**src/rtl/ram_port_arbiter.sv**
```systemverilog
// ---------------------------------------------------------------------------
// ram_port_arbiter
//
// Purpose:
//   Shares the single RAMblock port between two masters.
//     m0 : CU fetch/execute path
//     m1 : program loader / debug port (preloads RAM before the CU runs and
//          pokes it at run time)
//   Only one transaction is in flight at a time. Each transaction goes
//   IDLE (grant) -> ACCESS (RAM strobes held ACCESS_CYCLES cycles) ->
//   ACK (one-cycle ack pulse to the winner) -> IDLE.
//   Contention is resolved round-robin. m1_lock keeps m0 from being granted
//   so the loader has the RAM to itself during bulk program loads.
//
// Parameters:
//   ADDR_W         RAM address width
//   DATA_W         RAM data width
//   ACCESS_CYCLES  cycles the read/write strobe is held per transaction (>=1)
//
// Ports:
//   clk, reset                      rising-edge clock, synchronous active-high reset
//   m0_req/m0_we/m0_addr/m0_wdata   m0 request (level), write enable, address, write data
//   m0_ack/m0_rdata                 m0 completion pulse and read data (valid from ack on)
//   m1_*                            same set for m1
//   m1_lock                         1 = m0 is never granted (sampled only while idle)
//   ram_address/ram_datain          address and write data towards RAMblock
//   ram_dataout                     read data from RAMblock
//   ram_read/ram_write              RAMblock strobes, only ever high during ACCESS
//   owner                           master of the current / most recent transaction
//   busy                            high during ACCESS and ACK
//
// Latency: a request sampled in IDLE cycle T drives the strobes in cycles
// T+1 .. T+ACCESS_CYCLES and acks in cycle T+ACCESS_CYCLES+1.
// ---------------------------------------------------------------------------
module ram_port_arbiter #(
    parameter int ADDR_W        = 8,
    parameter int DATA_W        = 8,
    parameter int ACCESS_CYCLES = 2
) (
    input  logic              clk,
    input  logic              reset,

    input  logic              m0_req,
    input  logic              m0_we,
    input  logic [ADDR_W-1:0] m0_addr,
    input  logic [DATA_W-1:0] m0_wdata,
    output logic              m0_ack,
    output logic [DATA_W-1:0] m0_rdata,

    input  logic              m1_req,
    input  logic              m1_we,
    input  logic [ADDR_W-1:0] m1_addr,
    input  logic [DATA_W-1:0] m1_wdata,
    output logic              m1_ack,
    output logic [DATA_W-1:0] m1_rdata,

    input  logic              m1_lock,

    output logic [ADDR_W-1:0] ram_address,
    output logic [DATA_W-1:0] ram_datain,
    input  logic [DATA_W-1:0] ram_dataout,
    output logic              ram_read,
    output logic              ram_write,

    output logic              owner,
    output logic              busy
);

    // The counter has to hold ACCESS_CYCLES itself (it increments on the last
    // access cycle as well), hence the +1 in the width calculation.
    localparam int CNT_W = (ACCESS_CYCLES < 2) ? 1 : $clog2(ACCESS_CYCLES + 1);
    localparam logic [CNT_W-1:0] LAST_CNT = CNT_W'(ACCESS_CYCLES - 1);

    typedef enum logic [1:0] {
        IDLE   = 2'd0,
        ACCESS = 2'd1,
        ACK    = 2'd2
    } state_t;

    state_t              state;
    state_t              state_next;

    logic                last_owner;
    logic [CNT_W-1:0]    access_cnt;
    logic                lat_we;
    logic [ADDR_W-1:0]   lat_addr;
    logic [DATA_W-1:0]   lat_wdata;
    logic [DATA_W-1:0]   rdata0_q;
    logic [DATA_W-1:0]   rdata1_q;

    logic                m0_eligible;
    logic                m1_eligible;
    logic                grant_valid;
    logic                grant_sel;
    logic                access_done;

    // Arbitration: m1_lock masks m0 entirely. On a tie the master that did
    // not win last time gets the port; last_owner resets to 1 so m0 wins the
    // very first tie.
    always_comb begin
        m0_eligible = m0_req & ~m1_lock;
        m1_eligible = m1_req;
        grant_valid = m0_eligible | m1_eligible;
        grant_sel   = (m0_eligible & m1_eligible) ? ~last_owner : m1_eligible;
        access_done = (state == ACCESS) && (access_cnt == LAST_CNT);
    end

    // State register.
    always_ff @(posedge clk) begin
        if (reset) begin
            state <= IDLE;
        end else begin
            state <= state_next;
        end
    end

    // Next state and all port-facing outputs. The RAM bus is zero whenever
    // the arbiter is not in ACCESS so the RAMblock never sees stale strobes.
    always_comb begin
        state_next  = state;
        ram_address = '0;
        ram_datain  = '0;
        ram_read    = 1'b0;
        ram_write   = 1'b0;
        m0_ack      = 1'b0;
        m1_ack      = 1'b0;
        busy        = 1'b0;

        case (state)
            IDLE: begin
                if (grant_valid) begin
                    state_next = ACCESS;
                end
            end

            ACCESS: begin
                busy        = 1'b1;
                ram_address = lat_addr;
                ram_read    = ~lat_we;
                ram_write   = lat_we;
                ram_datain  = lat_we ? lat_wdata : '0;
                if (access_done) begin
                    state_next = ACK;
                end
            end

            ACK: begin
                busy       = 1'b1;
                m0_ack     = ~owner;
                m1_ack     = owner;
                state_next = IDLE;
            end

            default: begin
                state_next = IDLE;
            end
        endcase
    end

    // Transaction datapath: latches the winner's request on grant so the
    // masters' inputs are ignored for the rest of the transaction, counts
    // access cycles and captures read data on the edge that ends the last
    // access cycle. Each master has its own read data register, which only
    // changes when that master completes a read.
    always_ff @(posedge clk) begin
        if (reset) begin
            owner      <= 1'b0;
            last_owner <= 1'b1;
            access_cnt <= '0;
            lat_we     <= 1'b0;
            lat_addr   <= '0;
            lat_wdata  <= '0;
            rdata0_q   <= '0;
            rdata1_q   <= '0;
        end else begin
            case (state)
                IDLE: begin
                    if (grant_valid) begin
                        owner      <= grant_sel;
                        last_owner <= grant_sel;
                        access_cnt <= '0;
                        lat_we     <= grant_sel ? m1_we    : m0_we;
                        lat_addr   <= grant_sel ? m1_addr  : m0_addr;
                        lat_wdata  <= grant_sel ? m1_wdata : m0_wdata;
                    end
                end

                ACCESS: begin
                    access_cnt <= access_cnt + CNT_W'(1);
                    if (access_done && !lat_we) begin
                        if (owner) begin
                            rdata1_q <= ram_dataout;
                        end else begin
                            rdata0_q <= ram_dataout;
                        end
                    end
                end

                default: begin
                end
            endcase
        end
    end

    assign m0_rdata = rdata0_q;
    assign m1_rdata = rdata1_q;

endmodule

```
**config.mk**
```make
export PLATFORM = sky130hd
export DESIGN_NAME = ram_port_arbiter
export DESIGN_NICKNAME = d
export VERILOG_FILES = /design/src/rtl/ram_port_arbiter.sv
export SDC_FILE = /design/constraint.sdc
export NUM_CORES = 1
export LEC_CHECK = 0
export CAP_MARGIN = 20
export CELL_PAD_IN_SITES_DETAIL_PLACEMENT = 0
export CELL_PAD_IN_SITES_GLOBAL_PLACEMENT = 1
export CORE_MARGIN = 5
export CORE_UTILIZATION = 32
export CTS_CLUSTER_DIAMETER = 100
export CTS_CLUSTER_SIZE = 16
export DETAILED_ROUTE_END_ITERATION = 8
export HOLD_SLACK_MARGIN = 0.02
export PLACE_DENSITY_LB_ADDON = 0.1
export SYNTH_ARGS = -nofsm -noshare
export SYNTH_HDL_FRONTEND = slang
export SYNTH_SLANG_ARGS = --single-unit
```
**constraint.sdc**
```tcl
create_clock -name clk -period 4.08 [get_ports clk]
set_clock_uncertainty 0.1 [all_clocks]
set_input_delay 0.612 -clock clk [delete_from_list [all_inputs] [get_ports clk]]
set_output_delay 0.612 -clock clk [all_outputs]
set_load 0.05 [all_outputs]
```
==> flow_summary_export.csv, run 1 <==
group,metric,value,unit
grt,grt_overflow_total,0,
timing,period_needed,2.90,ns
logic_synthesis,synth_edf_count,0,
grt,grt-busiest-layer,"met2",
pwr,p_int,0.797,mW
pwr,switching_share,0.306,
logic_synthesis,netlist_instances,211,
pwr,share_comb_of_total_power,0.281,
detailed_routing,viasPerCell,4.72,
logic_synthesis,synth_warnings,0,
die,start_util,0.328,
cts,cts_max_level,2,
cts,cts_root_buf,"clkbuf_8",
logic_synthesis,syn_area,1930,µm²
cts,postCtsSetupRepairBufs,0,
logic_synthesis,synthTopCellsByCount,"39 x dfxtp_1, 37 x nor2_1, 17 x mux2i_1, 17 x nand3_1, 16 x nand2_1",
status,status,"complete, no violations",
grt,use_met2,0.221,
cts,clk_pin_slew_worst_paths,0.08,ns
pwr,powerDensity,394,nW/µm²
logic_synthesis,syn_area_per_cell,9.15,µm²
cts,cts_hold_buf,0,
worst_setup_path,critPathMaxFanout,11,
detailed_routing,wl_per_cell,14.4,µm
timing,tightest_slew,0.854,ns
logic_synthesis,netlist.area_leader.share,0.404,
timing,period_share,0.710,
logic_synthesis,async_flop_share,0,
detailed_routing,drt-initial-drc-count,63,
place,hpwl,3.74,mm
die,die_area,7690,µm²
grt,grt_max_degree,41,
place,gp_congestion,0.730,
pwr,pwr-share-clk,0.334,
cts,cts_tree,"yes",
worst_setup_path,path_class,"register to primary output",
final_layout,final_nets,340,
detailed_routing,dr.pass1.iters,4,
pwr,switchingPower,0.352,mW
cts,cts_buffers,5,
logic_synthesis,synth_seq_cells,39,
worst_setup_path,worstSetupStartpointType,"register",
detailed_routing,drtAntennaViolNets,0,
grt,grt_usage,0.139,
logic_synthesis,seq_area_frac_synth,0.404,
worst_setup_path,end_kind,"primary output",
timing,slew_headroom,0.431,
grt,grt_use_met3,0.0574,
cts,clock_sinks,39,
detailed_routing,drt-total-wl,5.24,mm
timing,grt_setup_unrepaired,"no",
run,max_cap_viol_count,0,
final_layout,drive_gt1_frac,0.0969,
grt,grt_antenna_before_repair,0,
logic_synthesis,synthDistinctLibCells,37,
detailed_routing,vias,1718,
logic_synthesis,synth_flop_cell,"dfxtp_1",
timing,finalSetupViolations,0,
grt,grt_pass1_wl,8.42,mm
timing,tns,0,ns
die,die_y,87.7,µm
place,port-buffer-count,84,
logic_synthesis,synth_nets,263,
pwr,vdd.ir_drop.worst,147,µV
logic_synthesis,yosysMostFrequentCell,"dfxtp_1",
detailed_routing,drc,0,
logic_synthesis,synth_area_leader_cell,"dfxtp_1",
timing,hold-worst-slack,0.382,ns
die,fp.dieW,87.7,µm
cts,clock_latency,0.29,ns
worst_setup_path,crit_required,3.37,ns
timing,hold_viol,0,
final_layout,area_growth,51.3,%
min_path,hp-class,"register to register",
final_layout,num_antenna_cells,0,
cts,clockBufferDepth,2,
pwr,p_leak,1.14,nW
grt,gr-usage-met1,0.175,
cts,cts_resized,0,
die,rows,28,
logic_synthesis,yosys-top-cells-area,"dfxtp_1 40%, a311oi_2 9.3%, mux2i_1 8.8%, nor2_1 7.2%, nand3_1 4.4%",
die,io_pins,85,
worst_setup_path,arrival,2.18,ns
timing,fmax,0.345,GHz
die,fp.coreArea,5890,µm²
pwr,pwr-share-seq,0.385,
timing,slew_violations,0,
final_layout,fillCellCount,589,
grt,grt_pass1_vias,1747,
registers in the layout, indices dropped and copies added (netlist names), 2 cells and up:
signal,flops
m0_rdata,8
access_cnt,2
m1_rdata,8
lat_addr,8
lat_wdata,8
state,2
power by group through the flow:
stage	combinational, mW	sequential [mW]	clock, mW
2_1_floorplan	0.225	0.448	0
3_3_place_gp	0.323	0.450	0
3_5_place_dp	0.325	0.452	0
4_1_cts	0.326	0.443	0.397
5_1_grt	0.349	0.449	0.414
6_report	0.322	0.443	0.384
critical path, cell delays in order (launching register included):
cell and delay, ns:
dfxtp_1 0.33, inv_1 0.10, ha_1 0.40, and3_1 0.24, clkdlybuf4s50_1 0.82
per-stage QoR:
| stage | total power, mW | instances | area [µm²] | worst slack, ns | utilization |
|---|---|---|---|---|---|
| global route | 1.21 | 364 | 2920 | 1.09 | 0.496 |
| CTS | 1.17 | 364 | 2920 | 1.20 | 0.496 |
| floorplan | 0.673 | 211 | 1930 | 1.86 | - |
| finish | 1.15 | 364 | 2920 | 1.18 | 0.496 |
| global placement | 0.773 | 356 | 2780 | 1.47 | 0.473 |
| detailed placement | 0.777 | 356 | 2780 | 1.47 | 0.473 |
routing by layer:
| layer | part of all wire | up-vias | routed length, µm |
|---|---|---|---|
| met3 | 0.085 | 5 | 447 |
| li1 | - | 888 | - |
| met4 | 0.010 | 0 | 53 |
| met2 | 0.45 | 60 | 2330 |
| met1 | 0.46 | 765 | 2400 |
| met5 | 0 | - | 0 |
cells in the final DEF, fill, tap and decap left out, types with 4 or more instances in the layout:
master,count
nor2_1,37
inv_1,4
nand2_1,16
clkdlybuf4s50_1,83
clkbuf_8,5
a311oi_1,4
and2_1,10
nand3_1,17
o21ai_0,4
dfxtp_1,39
ha_1,5
a311oi_2,12
and3_1,8
mux2i_1,17
area by class of cell:
cell class / count / area [µm²] / area share
timing repair buffer: 86 / 851 / 0.291
multi-input combinational: 152 / 1040 / 0.357
tap: 75 / 93.8 / 0.0321
clock buffer: 5 / 68.8 / 0.0236
inverter: 4 / 15.0 / 0.00514
clock inverter: 3 / 67.6 / 0.0231
sequential: 39 / 781 / 0.267
worst paths after layout:
| check | end | cells past startpoint | slack [ns] | startpoint |
|---|---|---|---|---|
| setup reg to reg | m1_rdata[4]$_SDFFE_PP0P_ | 6 | 1.87 | state[1]$_SDFFE_PP0P_ |
| setup / recovery | ram_datain[0] | 4 | 1.18 | state[1]$_SDFFE_PP0P_ |
| hold / removal | access_cnt[0]$_SDFFE_PP0P_ | 1 | 0.38 | access_cnt[0]$_SDFFE_PP0P_ |
| hold reg to reg | access_cnt[0]$_SDFFE_PP0P_ | 1 | 0.38 | access_cnt[0]$_SDFFE_PP0P_ |
cell families after synthesis:
logic type	count (synthesis)	share of synthesized area
buffers and inverters	20	0.0551
AOI/OAI and AO/OA	30	0.158
muxes	17	0.0881
and+or+nand+nor	100	0.262
DFF	39	0.404
adders and majority gates	5	0.0324
Note: power is estimated with default switching activity, not from simulation.
==> run 2, diff against run 1 <==
CORE_UTILIZATION = 27   (was 32)
clock period = 2.6 ns   (was 4.08 ns; I/O delays follow)
==> run 2 against run 1 <==
Net effect:
- sequential power up 57%
- global-route usage decreased by 1.4 points
- utilization decreased by 7.7 points
- non-clock buffer count is 2 higher
- worst hold slack improved by 0.0099 ns
- sequential share of layout area up 0.40 points
- combinational power increased by 59%
- via count grew 0.99%
- setup slack worse by 0.91 ns
- register-to-register slack got worse by 1.4 ns
- sequential cell count unchanged
- final cell count rose by 6.3%
- largest power group unchanged
==> flow_summary_export.csv, run 2 (synthesis gave the netlist of run 1 again) <==
group,metric,value,unit
pwr,powerDensity,561,nW/µm²
grt,grt_pass1_vias,1791,
detailed_routing,drc,0,
worst_setup_path,arrival,1.84,ns
timing,period_share,0.895,
cts,cts_resized,0,
cts,cts_root_buf,"clkbuf_8",
cts,cts_buffers,5,
detailed_routing,drtAntennaViolNets,0,
cts,cts_hold_buf,0,
final_layout,num_antenna_cells,0,
cts,cts_tree,"yes",
cts,clk_pin_slew_worst_paths,0.08,ns
timing,tightest_slew,0.586,ns
min_path,hp-class,"register to register",
die,fp.coreArea,6870,µm²
pwr,p_leak,1.17,nW
final_layout,final_nets,342,
cts,clock_sinks,39,
die,die_y,94.6,µm
die,fp.dieW,94.6,µm
grt,grt_max_degree,33,
worst_setup_path,crit_slowest_cell,"clkdlybuf4s50_1",
grt,grt_usage,0.125,
die,rows,30,
timing,fmax,0.430,GHz
pwr,vdd.ir_drop.worst,200,µV
detailed_routing,viasPerCell,4.48,
worst_setup_path,path_delay_family,"buffers and inverters",
final_layout,multi_input_area,1040,µm²
timing,slew_headroom,0.608,
die,io_pins,85,
worst_setup_path,crit_required,2.11,ns
cts,postCtsSetupRepairBufs,0,
worst_setup_path,critPathMaxFanout,4,
place,hpwl,3.94,mm
final_layout,area_growth,49.1,%
worst_setup_path,end_kind,"primary output",
run,max_cap_viol_count,0,
grt,grt_pass1_wl,8.85,mm
final_layout,drive_gt1_frac,0.162,
die,die_area,8940,µm²
worst_setup_path,path_cells,"inv_1 > ha_1 > clkdlybuf4s50_1",
final_layout,mostFrequentLayoutCell,"clkdlybuf4s50_1",
worst_setup_path,path_class,"register to primary output",
timing,tns,0,ns
grt,grt_overflow_total,0,
timing,hold_viol,0,
final_layout,register_area,781,µm²
final_layout,fillCellCount,709,
final_layout,final_cells,387,
timing,period_needed,2.33,ns
cts,cts_max_level,2,
worst_setup_path,worstSetupStartpointType,"register",
detailed_routing,drt-initial-drc-count,33,
place,port-buffer-count,84,
place,gp_congestion,0.643,
cts,clockBufferDepth,2,
die,start_util,0.281,
grt,grt_antenna_before_repair,0,
detailed_routing,dr.pass1.iters,4,
timing,slew_violations,0,
detailed_routing,vias,1735,
place,placed_cells,379,
worst_setup_path,worst-path-buf-inv,2,
final_layout,most-common-layout-cells,"65 x clkdlybuf4s50_1, 39 x dfxtp_1, 37 x nor2_1",
worst_setup_path,cpPeakStageDelay,0.80,ns
detailed_routing,drt-total-wl,5.48,mm
timing,grt_setup_unrepaired,"no",
cts,clock_latency,0.29,ns
detailed_routing,wl_per_cell,14.2,µm
status,status,"complete, no violations",
timing,finalSetupViolations,0,
## run 2: layout make-up
| cell class | count | area share |
|---|---|---|
| clock inverters | 2 | 0.00435 |
| inverters | 4 | 0.00522 |
| flip-flops and latches | 39 | 0.271 |
| well taps | 96 | 0.0417 |
| repair buffers | 88 | 0.290 |
| clock buffers | 6 | 0.0252 |
| multi-input cells | 152 | 0.363 |
## run 2: path summary, 6_finish.rpt
kind / start / endpoint / slack [ns] / cells after the start
setup / recovery: state[0]$_SDFFE_PP0P_ / busy / 0.27 / 3
hold / removal: m0_rdata[4]$_SDFFE_PP0P_ / m0_rdata[4]$_SDFFE_PP0P_ / 0.39 / 2
setup reg to reg: state[1]$_SDFFE_PP0P_ / m1_rdata[2]$_SDFFE_PP0P_ / 0.45 / 6
hold reg to reg: m0_rdata[4]$_SDFFE_PP0P_ / m0_rdata[4]$_SDFFE_PP0P_ / 0.39 / 2
## run 2: routing by layer
layer  global-route usage  wire [µm]
met5                    0          0
met4               0.0288         36
met3               0.0486        441
met2                0.204       2560
met1                0.156       2440
## run 2: worst min-delay path: cells and delay by family (launching register included)
kind | cells | cell delay (ns)
flops | 1 | 0.33
simple gates | 1 | 0.07
mux | 1 | 0.06
## run 2: metrics by stage
| stage | power [mW] | utilization | setup slack, ns | instance area, µm² | hold WS [ns] |
|---|---|---|---|---|---|
| after floorplan | 1.06 | - | 0.601 | 1930 | 0.349 |
| after global placement | 1.23 | 0.407 | 0.420 | 2790 | 0.374 |
| after detailed placement | 1.23 | 0.407 | 0.428 | 2790 | 0.380 |
| after CTS | 1.64 | 0.419 | 0.255 | 2880 | 0.396 |
| after global routing | 1.71 | 0.419 | 0.187 | 2880 | 0.415 |
| final | 1.62 | 0.419 | 0.273 | 2880 | 0.392 |
## run 2: report_power, final
part | internal [mW] | total, mW | switching, mW
Sequential | 0.654 | 0.696 | 0.0420
Clock | 0.188 | 0.407 | 0.219
Combinational | 0.220 | 0.513 | 0.293
